## src/rtl/vg_pkg.sv

```systemverilog
// Shared definitions for the video mode controller.
// Register map, FSM encoding and power-on timing set.
package vg_pkg;

  localparam int N_REGS = 9;

  localparam logic [3:0] A_H_TOTAL   = 4'd0;
  localparam logic [3:0] A_H_FP      = 4'd1;
  localparam logic [3:0] A_H_BP      = 4'd2;
  localparam logic [3:0] A_H_SYNC    = 4'd3;
  localparam logic [3:0] A_V_TOTAL   = 4'd4;
  localparam logic [3:0] A_V_FP      = 4'd5;
  localparam logic [3:0] A_V_BP      = 4'd6;
  localparam logic [3:0] A_V_SYNC    = 4'd7;
  localparam logic [3:0] A_HV_OFFSET = 4'd8;

  localparam int DEF_H_TOTAL   = 2200;
  localparam int DEF_H_FP      = 88;
  localparam int DEF_H_BP      = 148;
  localparam int DEF_H_SYNC    = 44;
  localparam int DEF_V_TOTAL   = 1125;
  localparam int DEF_V_FP      = 4;
  localparam int DEF_V_BP      = 36;
  localparam int DEF_V_SYNC    = 5;
  localparam int DEF_HV_OFFSET = 0;

  typedef enum logic [2:0] {
    S_IDLE,
    S_CHECK,
    S_WAIT_FRAME,
    S_APPLY,
    S_HOLD
  } vg_state_e;

endpackage

```

## src/rtl/vg_mode_check.sv

```systemverilog
// Combinational sanity check of a candidate timing set.
// Sums are widened by two bits so three fields cannot wrap.
module vg_mode_check #(
  parameter int X_BITS = 12,
  parameter int Y_BITS = 12
) (
  input  logic [X_BITS-1:0] h_total,
  input  logic [X_BITS-1:0] h_fp,
  input  logic [X_BITS-1:0] h_bp,
  input  logic [X_BITS-1:0] h_sync,
  input  logic [X_BITS-1:0] hv_offset,
  input  logic [Y_BITS-1:0] v_total,
  input  logic [Y_BITS-1:0] v_fp,
  input  logic [Y_BITS-1:0] v_bp,
  input  logic [Y_BITS-1:0] v_sync,
  output logic              ok
);

  localparam int XW = X_BITS + 2;
  localparam int YW = Y_BITS + 2;

  logic [XW-1:0] h_sum;
  logic [YW-1:0] v_sum;

  // Blanking must fit inside the line/frame and sync must be non-empty
  always_comb begin
    h_sum = XW'(h_sync) + XW'(h_bp) + XW'(h_fp);
    v_sum = YW'(v_sync) + YW'(v_bp) + YW'(v_fp);
    ok = (h_sum < XW'(h_total))
      && (h_sync != '0)
      && (hv_offset < h_total)
      && (v_sum < YW'(v_total))
      && (v_sync != '0);
  end

endmodule

```

## src/rtl/video_mode_ctrl.sv

```systemverilog
// Shadow/active timing registers with frame-aligned apply.
// New modes are validated, then swapped in on a vsync edge.
module video_mode_ctrl
  import vg_pkg::*;
#(
  parameter int X_BITS    = 12,
  parameter int Y_BITS    = 12,
  parameter int RST_CYC   = 4,
  parameter int TO_BITS   = 22,
  parameter int H_TOTAL   = DEF_H_TOTAL,
  parameter int H_FP      = DEF_H_FP,
  parameter int H_BP      = DEF_H_BP,
  parameter int H_SYNC    = DEF_H_SYNC,
  parameter int V_TOTAL   = DEF_V_TOTAL,
  parameter int V_FP      = DEF_V_FP,
  parameter int V_BP      = DEF_V_BP,
  parameter int V_SYNC    = DEF_V_SYNC,
  parameter int HV_OFFSET = DEF_HV_OFFSET,
  localparam int D_BITS   = (X_BITS > Y_BITS) ? X_BITS : Y_BITS
) (
  input  logic              clk,
  input  logic              reset,
  input  logic              cfg_wr,
  input  logic [3:0]        cfg_addr,
  input  logic [D_BITS-1:0] cfg_data,
  input  logic              cfg_commit,
  input  logic              vs_in,
  output logic              busy,
  output logic              done,
  output logic              err,
  output logic              vg_reset,
  output logic [X_BITS-1:0] h_total,
  output logic [X_BITS-1:0] h_fp,
  output logic [X_BITS-1:0] h_bp,
  output logic [X_BITS-1:0] h_sync,
  output logic [X_BITS-1:0] hv_offset,
  output logic [Y_BITS-1:0] v_total,
  output logic [Y_BITS-1:0] v_fp,
  output logic [Y_BITS-1:0] v_bp,
  output logic [Y_BITS-1:0] v_sync
);

  localparam int RC_BITS = $clog2(RST_CYC + 1);

  localparam logic [D_BITS-1:0] DEF [N_REGS] = '{
    D_BITS'(H_TOTAL), D_BITS'(H_FP), D_BITS'(H_BP),
    D_BITS'(H_SYNC), D_BITS'(V_TOTAL), D_BITS'(V_FP),
    D_BITS'(V_BP), D_BITS'(V_SYNC), D_BITS'(HV_OFFSET)
  };

  vg_state_e          state_q, state_d;
  logic [D_BITS-1:0]  sh_q [N_REGS];
  logic [D_BITS-1:0]  sh_d [N_REGS];
  logic [D_BITS-1:0]  act_q [N_REGS];
  logic [D_BITS-1:0]  act_d [N_REGS];
  logic               err_q, err_d;
  logic               done_q, done_d;
  logic               vg_reset_q, vg_reset_d;
  logic               vs_dly_q, vs_dly_d;
  logic [TO_BITS-1:0] to_q, to_d, to_inc;
  logic [RC_BITS-1:0] rc_q, rc_d;
  logic               vs_rise;
  logic               mode_ok;

  vg_mode_check #(
    .X_BITS (X_BITS),
    .Y_BITS (Y_BITS)
  ) u_check (
    .h_total   (sh_q[A_H_TOTAL][X_BITS-1:0]),
    .h_fp      (sh_q[A_H_FP][X_BITS-1:0]),
    .h_bp      (sh_q[A_H_BP][X_BITS-1:0]),
    .h_sync    (sh_q[A_H_SYNC][X_BITS-1:0]),
    .hv_offset (sh_q[A_HV_OFFSET][X_BITS-1:0]),
    .v_total   (sh_q[A_V_TOTAL][Y_BITS-1:0]),
    .v_fp      (sh_q[A_V_FP][Y_BITS-1:0]),
    .v_bp      (sh_q[A_V_BP][Y_BITS-1:0]),
    .v_sync    (sh_q[A_V_SYNC][Y_BITS-1:0]),
    .ok        (mode_ok)
  );

  assign vs_rise = vs_in & ~vs_dly_q;
  assign to_inc  = to_q + TO_BITS'(1);

  // Next-state: shadow writes, validation, frame wait and apply/hold
  always_comb begin
    state_d    = state_q;
    sh_d       = sh_q;
    act_d      = act_q;
    err_d      = err_q;
    done_d     = 1'b0;
    vg_reset_d = vg_reset_q;
    vs_dly_d   = vs_in;
    to_d       = to_q;
    rc_d       = rc_q;
    unique case (state_q)
      S_IDLE: begin
        if (cfg_wr && (cfg_addr <= A_HV_OFFSET)) begin
          sh_d[cfg_addr] = cfg_data;
        end
        if (cfg_commit) begin
          state_d = S_CHECK;
          err_d   = 1'b0;
        end
      end
      S_CHECK: begin
        if (mode_ok) begin
          state_d = S_WAIT_FRAME;
          to_d    = '0;
        end else begin
          state_d = S_IDLE;
          err_d   = 1'b1;
        end
      end
      S_WAIT_FRAME: begin
        to_d = to_inc;
        if (vs_rise || (to_inc == '1)) begin
          state_d = S_APPLY;
        end
      end
      S_APPLY: begin
        act_d      = sh_q;
        vg_reset_d = 1'b1;
        rc_d       = '0;
        state_d    = S_HOLD;
      end
      S_HOLD: begin
        if (rc_q == RC_BITS'(RST_CYC - 1)) begin
          vg_reset_d = 1'b0;
          done_d     = 1'b1;
          state_d    = S_IDLE;
        end else begin
          rc_d = rc_q + RC_BITS'(1);
        end
      end
      default: state_d = S_IDLE;
    endcase
  end

  // State and register update; reset restores the power-on mode
  always_ff @(posedge clk or posedge reset) begin
    if (reset) begin
      state_q    <= S_IDLE;
      err_q      <= 1'b0;
      done_q     <= 1'b0;
      vg_reset_q <= 1'b0;
      vs_dly_q   <= 1'b0;
      to_q       <= '0;
      rc_q       <= '0;
      for (int i = 0; i < N_REGS; i++) begin
        sh_q[i]  <= DEF[i];
        act_q[i] <= DEF[i];
      end
    end else begin
      state_q    <= state_d;
      err_q      <= err_d;
      done_q     <= done_d;
      vg_reset_q <= vg_reset_d;
      vs_dly_q   <= vs_dly_d;
      to_q       <= to_d;
      rc_q       <= rc_d;
      sh_q       <= sh_d;
      act_q      <= act_d;
    end
  end

  assign busy      = (state_q != S_IDLE);
  assign done      = done_q;
  assign err       = err_q;
  assign vg_reset  = vg_reset_q;
  assign h_total   = act_q[A_H_TOTAL][X_BITS-1:0];
  assign h_fp      = act_q[A_H_FP][X_BITS-1:0];
  assign h_bp      = act_q[A_H_BP][X_BITS-1:0];
  assign h_sync    = act_q[A_H_SYNC][X_BITS-1:0];
  assign hv_offset = act_q[A_HV_OFFSET][X_BITS-1:0];
  assign v_total   = act_q[A_V_TOTAL][Y_BITS-1:0];
  assign v_fp      = act_q[A_V_FP][Y_BITS-1:0];
  assign v_bp      = act_q[A_V_BP][Y_BITS-1:0];
  assign v_sync    = act_q[A_V_SYNC][Y_BITS-1:0];

endmodule

```

## config.mk

```make
export PLATFORM = sky130hd
export DESIGN_NAME = video_mode_ctrl
export DESIGN_NICKNAME = d
export VERILOG_FILES = /design/src/rtl/vg_pkg.sv /design/src/rtl/vg_mode_check.sv /design/src/rtl/video_mode_ctrl.sv
export SDC_FILE = /design/constraint.sdc
export NUM_CORES = 1
export LEC_CHECK = 0
export CORE_ASPECT_RATIO = 2
export CORE_MARGIN = 2
export CORE_UTILIZATION = 45
export DETAILED_ROUTE_END_ITERATION = 6
export PLACE_DENSITY = 0.72
export SLEW_MARGIN = 20
export SYNTH_ARGS = -nofsm -noshare
export SYNTH_HDL_FRONTEND = slang
export SYNTH_SLANG_ARGS = --single-unit
```

## constraint.sdc

```tcl
create_clock -name clk -period 10.6 [get_ports clk]
set_input_delay 2.12 -clock clk [delete_from_list [all_inputs] [get_ports clk]]
set_output_delay 2.12 -clock clk [all_outputs]
set_load 0.01 [all_outputs]
```

; ---- Word-level counts from Yosys, hierarchy flattened
; Cells that the tools add are included.
[word_totals]
wordCells = 91
output_inout_bits = 112
in_bits = 21
ff_bits = 248
[classes]
bitwise = 3
n_reduce_logical = 20
n_eq_ne = 12
order_cmp = 6
mux = 19
addsub = 6
[op_table]
columns = cell, count
row1 = 108-bit bitwise mux, 1
row2 = 12-bit demux with 4-bit select, 1
row3 = 22-bit case mux with 2 select lines, 1
row4 = 14-bit by 12-bit adder with 14-bit output, 2
row5 = 14-bit by 12-bit < comparator with 1-bit output, 2
row6 = 12-bit by 12-bit adder with 13-bit output, 2
row7 = 12-bit nonzero test, 2
row8 = 22-bit by 1-bit adder with 22-bit output (second input constant), 1
row9 = 22-bit equality test (second input constant), 1
row10 = 22-bit 2-to-1 mux, 1
row11 = 3-bit case mux with 5 select lines, 1
row12 = 12-bit < comparator, 1
row13 = 12-bit 2-to-1 mux, 1
row14 = 3-bit 2-to-1 mux, 4
row15 = 2-bit inequality test (second input constant), 6
row16 = 3-bit by 2-bit equality test with 1-bit output (second input constant), 3
row17 = 2-bit AND reduction, 4
row18 = 1-bit logical AND, 6
row19 = 3-bit case mux with 2 select lines, 1
row20 = 3-bit AND reduction, 2
row21 = 2-bit nonzero test, 3
row22 = 5-bit greater-or-equal comparator (second input constant), 1
row23 = 5-bit by 1-bit < comparator with 1-bit output (second input constant), 1
row24 = 1-bit 2-to-1 mux, 5
row25 = 12 further kinds, 13

; ---- Logic depth before layout (Yosys ltp)
[logic_depth]
depth_word = 9
depth_mapped = 25
mapped_depth_nobuf = 24

; ---- By module
; Synthesis repeated with hierarchy kept, for this count alone.
[unflattened]
cells_unflattened = 1041
hier_area_um2 = 12863.6
[modules_own_cells]
columns = module, n_inst, cells_each, area_per_inst_um2, seq_area_each_um2
row1 = video_mode_ctrl, 1, 705, 10166.0, 6263.5
row2 = vg_mode_check, 1, 336, 2697.6, 0.0

; ---- Worst setup path before layout
; No wires, ideal clock.
[synth_timing]
kind = register -> register
startpoint = register sh_q[61] (netlist bit)
endpoint = register to_q[0]
path_slack_ps = 5855
setup_ps = 140
period_less_slack_ps = 4745
stages_incl_launch_ff = 23
arrival_ps = 4605
n_path_buf = 1
t_required_ps = 10460
path_cell_list = dfrtp_1 -> ha_1 -> a21o_1 -> a21oi_1 -> nor2b_1 -> o211ai_1 -> nand2_1 -> a21oi_1 -> xnor2_1 -> ha_1 -> nand2_1 -> or4b_1 -> o21ai_0 -> xnor2_1 -> ha_1 -> and4_1 -> a221o_1 -> a311o_1 -> nor4_4 -> o21ai_2 -> o21ai_4 -> buf_6 -> mux2i_2
[synth_between]
elab_chain_len = 9
elab_cells_between_ends = 10
cone_classes = add/sub (2) / order compare (1) / eq/ne (1) / reduce/logical (6)
[synth_lines]
columns = item, line
row1 = "start, declared", video_mode_ctrl.sv:52  ; logic [D_BITS-1:0] sh_q [N_REGS];
row2 = "start signal, assigned by index", video_mode_ctrl.sv:150  ; sh_q[i] <= DEF[i];
row3 = 12-bit by 12-bit adder with 13-bit output, vg_mode_check.sv:27  ; h_sum = XW'(h_sync) + XW'(h_bp) + XW'(h_fp);
row4 = 14-bit by 12-bit adder with 14-bit output, vg_mode_check.sv:27
row5 = 14-bit by 12-bit < comparator with 1-bit output, vg_mode_check.sv:29  ; ok = (h_sum < XW'(h_total))
row6 = 1-bit logical AND (*), vg_mode_check.sv:30  ; && (h_sync != '0)
row7 = 1-bit logical AND (*), vg_mode_check.sv:31  ; && (hv_offset < h_total)
row8 = 1-bit logical AND (*), vg_mode_check.sv:32  ; && (v_sum < YW'(v_total))
row9 = 1-bit logical AND (*), vg_mode_check.sv:33  ; && (v_sync != '0);
row10 = 2-bit inequality test (no line) (*), -
row11 = 2-bit AND reduction (no line) (*), -
row12 = "end signal, assigned", video_mode_ctrl.sv:159  ; to_q <= to_d;
row13 = "end, declared", video_mode_ctrl.sv:60  ; logic [TO_BITS-1:0] to_q, to_d, to_inc;
; Mark *: on every way between the ends. The rest lies on a longest branch, timed or not.
; A chain may end at the register's enable or synchronous reset.

; ---- Final worst setup path
[layout_timing]
startpoint = register sh_q[60] (netlist bit)
endpoint = register to_q[7]
; The elaborated chain is that of the path after synthesis.

==> results_dict.tcl <==
set metrics [dict create \
    critPathMaxFanout 23 \
    dpl_cell_area_um2 14600 \
    cts.clk_slew.worst_paths_ns 0.07 \
    crit_arrival_ns 6.01 \
    cp_slowest_cell "o21ai_4" \
    final_nets 1360 \
    fin_tns_setup_ns 0 \
    maxCapViolCount 0 \
    synth_ff_type "dfrtp_1" \
    multi_input_area_um2 6230 \
    initial_utilization_pct 45.7 \
    cts-htree-levels 1 \
    register_area_um2 6260 \
    fillers 2411 \
    internal-power_mw 3.37 \
    place_hpwl_um 23300 \
    cts-root-buf "clkbuf_16" \
    fin_area_um2 15400 \
    cpMostUsedCell "ha_1" \
    routed_wl_um 31000 \
    slew_headroom_pct 36.8 \
    clk-insertion-delay-late_ns 0.53 \
    die_y_um 243 \
    n_antenna_cell 0 \
    p_comb_share_pct 54.8 \
    finalWeightedCongestion 0.885 \
    layout_common_cells "202 x dfrtp_1, 173 x mux2_2, 132 x clkdlybuf4s50_1" \
    critPathCaptureType "flop" \
    vias_per_cell 5.57 \
    period_share_pct 53.2 \
    grt_pass1_wl_um 49300 \
    syn_inst 1119 \
    p_leak_nw 6.94 \
    hp-class "reg2reg" \
    yosysSeqAreaShare_pct 48.6 \
    setup_viol 0 \
    cts_resized 0 \
    drt-wirelength-per-cell_um 19.1 \
    port-buffer-count 132 \
    cts_tree "built" \
    drc 0 \
    num_vias 9031 \
    dr.pass1.iters 6 \
    layout_commonest_cell "dfrtp_1" \
    path_class "reg2reg" \
    area_growth_pct 19.3 \
    clock.fmax_ghz 0.177 \
    rsz0062_at_grt "no" \
    p_total_mw 5.60 \
    max-clock-path-buffers 3 \
    clockPowerShare_pct 15.5 \
    sw_frac_of_total_pct 39.8 \
    synth_nets 1230 \
    track_usage_pct 21.2 \
    synth.distinct_cells 73 \
    synth-async-reset-ratio_pct 100 \
    crit_path_start_kind "flop" \
    seqPwrFrac_pct 29.7 \
    cp_slowest_stage_delay_ns 0.69 \
    ant_nets 0 \
    yosysWarnings 0 \
    hold_viol 0 \
    worst-slew-pin-transition_ns 0.947 \
    die_area_um2 30100 \
    grt_overflow 0 \
    min_period_ns 5.64 \
    finClkSkew_ns 0.0143 \
    status "complete, no violations" \
    syn_area_um2 12900 \
    num_io_pins 133 \
    power_density_nw_per_um2 364 \
    power_switching_mw 2.23 \
    peakVddDrop_uv 190 \
    cts.sinks 248 \
    drv_slew 0 \
    fp.dieW_um 124 \
    holdWs_ns 0.483 \
    rows 87 \
    path_cells "ha_1, inv_1, fa_1, nor2b_1, o31a_1, o21ai_0, xnor2_1, ha_1, a21oi_1, nand3b_1, nand3b_1, a31oi_1, inv_1, a21oi_1, xnor2_1, ha_1, a221oi_2, nand4_1, a311o_1, nor4_4, o21ai_2, o21ai_4, o221ai_1" \
    core_um2 28200 \
    cts_buffers 23 \
    avgSynthCellArea_um2 11.5 \
    first_global_vias 9365 \
    antenna_found_initial 1 \
    grt_max_degree 109 \
    drive_gt1_share_pct 24.3 \
    dr.first_iter.drc_count 300 \
    post_cts_buffers 0 \
    synth_edf_count 0 \
    cts_hold_buf 0 \
    worstPathRequired_ns 10.97 \
    ys_ff_latch 248 \
]
==> final cells by class <==
type / count / area share (%)
clock buffers: 31 / 4.20
clock inverters: 10 / 0.904
inverters: 70 / 1.76
multi-input cells: 767 / 40.5
flip-flops and latches: 248 / 40.8
well taps: 356 / 2.90
repair buffers: 139 / 8.94
==> synthesized netlist by cell type, types with 3 or more instances <==
cell type,count,share of area (%)
dfrtp_1,202,39
mux2_2,173,15
ha_1,86,8.4
nand2_1,83,2.4
o21ai_0,67,2.6
inv_1,66,1.9
a21oi_1,46,1.8
dfstp_2,46,9.4
nor2_1,38,1.1
xnor2_1,34,2.3
nand3_1,29,1.1
clkbuf_1,23,0.67
o211ai_2,15,1.5
or3_1,15,0.73
a21o_1,12,0.70
nor2b_1,12,0.58
nor3_1,12,0.47
nand4_1,11,0.53
o21a_1,10,0.58
o21ai_1,9,0.35
nor4_1,8,0.39
nand3b_1,7,0.41
o211ai_1,7,0.41
and3_1,6,0.29
buf_2,6,0.23
xor2_1,6,0.41
nand2b_1,5,0.24
a31oi_1,4,0.19
fa_1,4,0.62
inv_2,4,0.12
nor3_2,4,0.31
o2111ai_1,4,0.27
o21bai_1,4,0.23
o31ai_1,4,0.23
a211oi_1,3,0.17
a221oi_1,3,0.20
a41oi_1,3,0.20
o22ai_1,3,0.15
o31a_1,3,0.20
==> stage by stage <==
stage | setup slack (ns) | cells | util [%]
5_1_grt | 4.47 | 1621 | 54.5
4_1_cts | 4.96 | 1621 | 54.5
3_5_place_dp | 5.00 | 1580 | 51.7
3_3_place_gp | 5.10 | 1580 | 51.7
2_1_floorplan | 1.74 | 1119 | -
6_report | 4.96 | 1621 | 54.5
==> worst max-delay path, delay by kind of cell, from the launching register on <==
kind / cells / cell delay (ns)
flops: 1 / 0.42
fa+ha+maj: 4 / 1.17
buf+inv: 2 / 0.12
compound gates: 10 / 2.62
xor+xnor: 2 / 0.37
simple gates: 5 / 0.75
==> power by group through the flow <==
stage	Sequential, mW	Combinational (mW)	Clock [mW]
after detailed placement	1.68	3.06	0
after global routing	1.71	3.45	0.919
after floorplan	1.64	2.13	0
after global placement	1.67	2.94	0
final	1.66	3.07	0.866
after CTS	1.67	3.09	0.884
==> final timing paths <==
check,start,end,depth (start not counted),slack [ns]
setup / recovery,sh_q[60]$_DFFE_PP0P_,to_q[7]$_DFFE_PP0P_,23,4.96
hold / removal,h_total[7]$_DFFE_PP1P_,h_total[7]$_DFFE_PP1P_,2,0.48
setup reg to reg,sh_q[60]$_DFFE_PP0P_,to_q[7]$_DFFE_PP0P_,23,4.96
hold reg to reg,h_total[7]$_DFFE_PP1P_,h_total[7]$_DFFE_PP1P_,2,0.48
max in group asynchronous,reset,sh_q[1]$_DFFE_PP0P_,3,7.04
min in group asynchronous,reset,v_fp[0]$_DFFE_PP0P_,2,2.12
==> metal layers <==
layer	wire (µm)	vias to the layer above	global-route usage, %
met3	1230	83	3.14
met1	11400	4476	22.9
met2	16900	190	39.3
met5	11	-	0
li1	-	4280	-
met4	1520	2	10.0
==> state kept, by name, summed over array words and instances (netlist names) <==
signal     flops
sh_q         108
to_q          22
h_bp          12
h_fp          12
h_sync        12
h_total       12
hv_offset     12
v_bp          12
v_fp          12
v_sync        12
v_total       12
rc_q           3
state_q        3
done           1
err            1
vg_reset       1
vs_dly_q       1
==> logic make-up (layout without fill, tap and decap cells) <==
group | Yosys count | after routing | share of synthesized area (%)
xor+xnor | 40 | 40 | 2.72
flops | 248 | 248 | 48.6
mux | 175 | 175 | 15.3
compound gates | 213 | 213 | 11.0
buf+inv | 104 | 250 | 3.23
simple gates | 249 | 249 | 10.1
fa+ha+maj | 90 | 90 | 8.97
(Power assumes the default switching activity.)
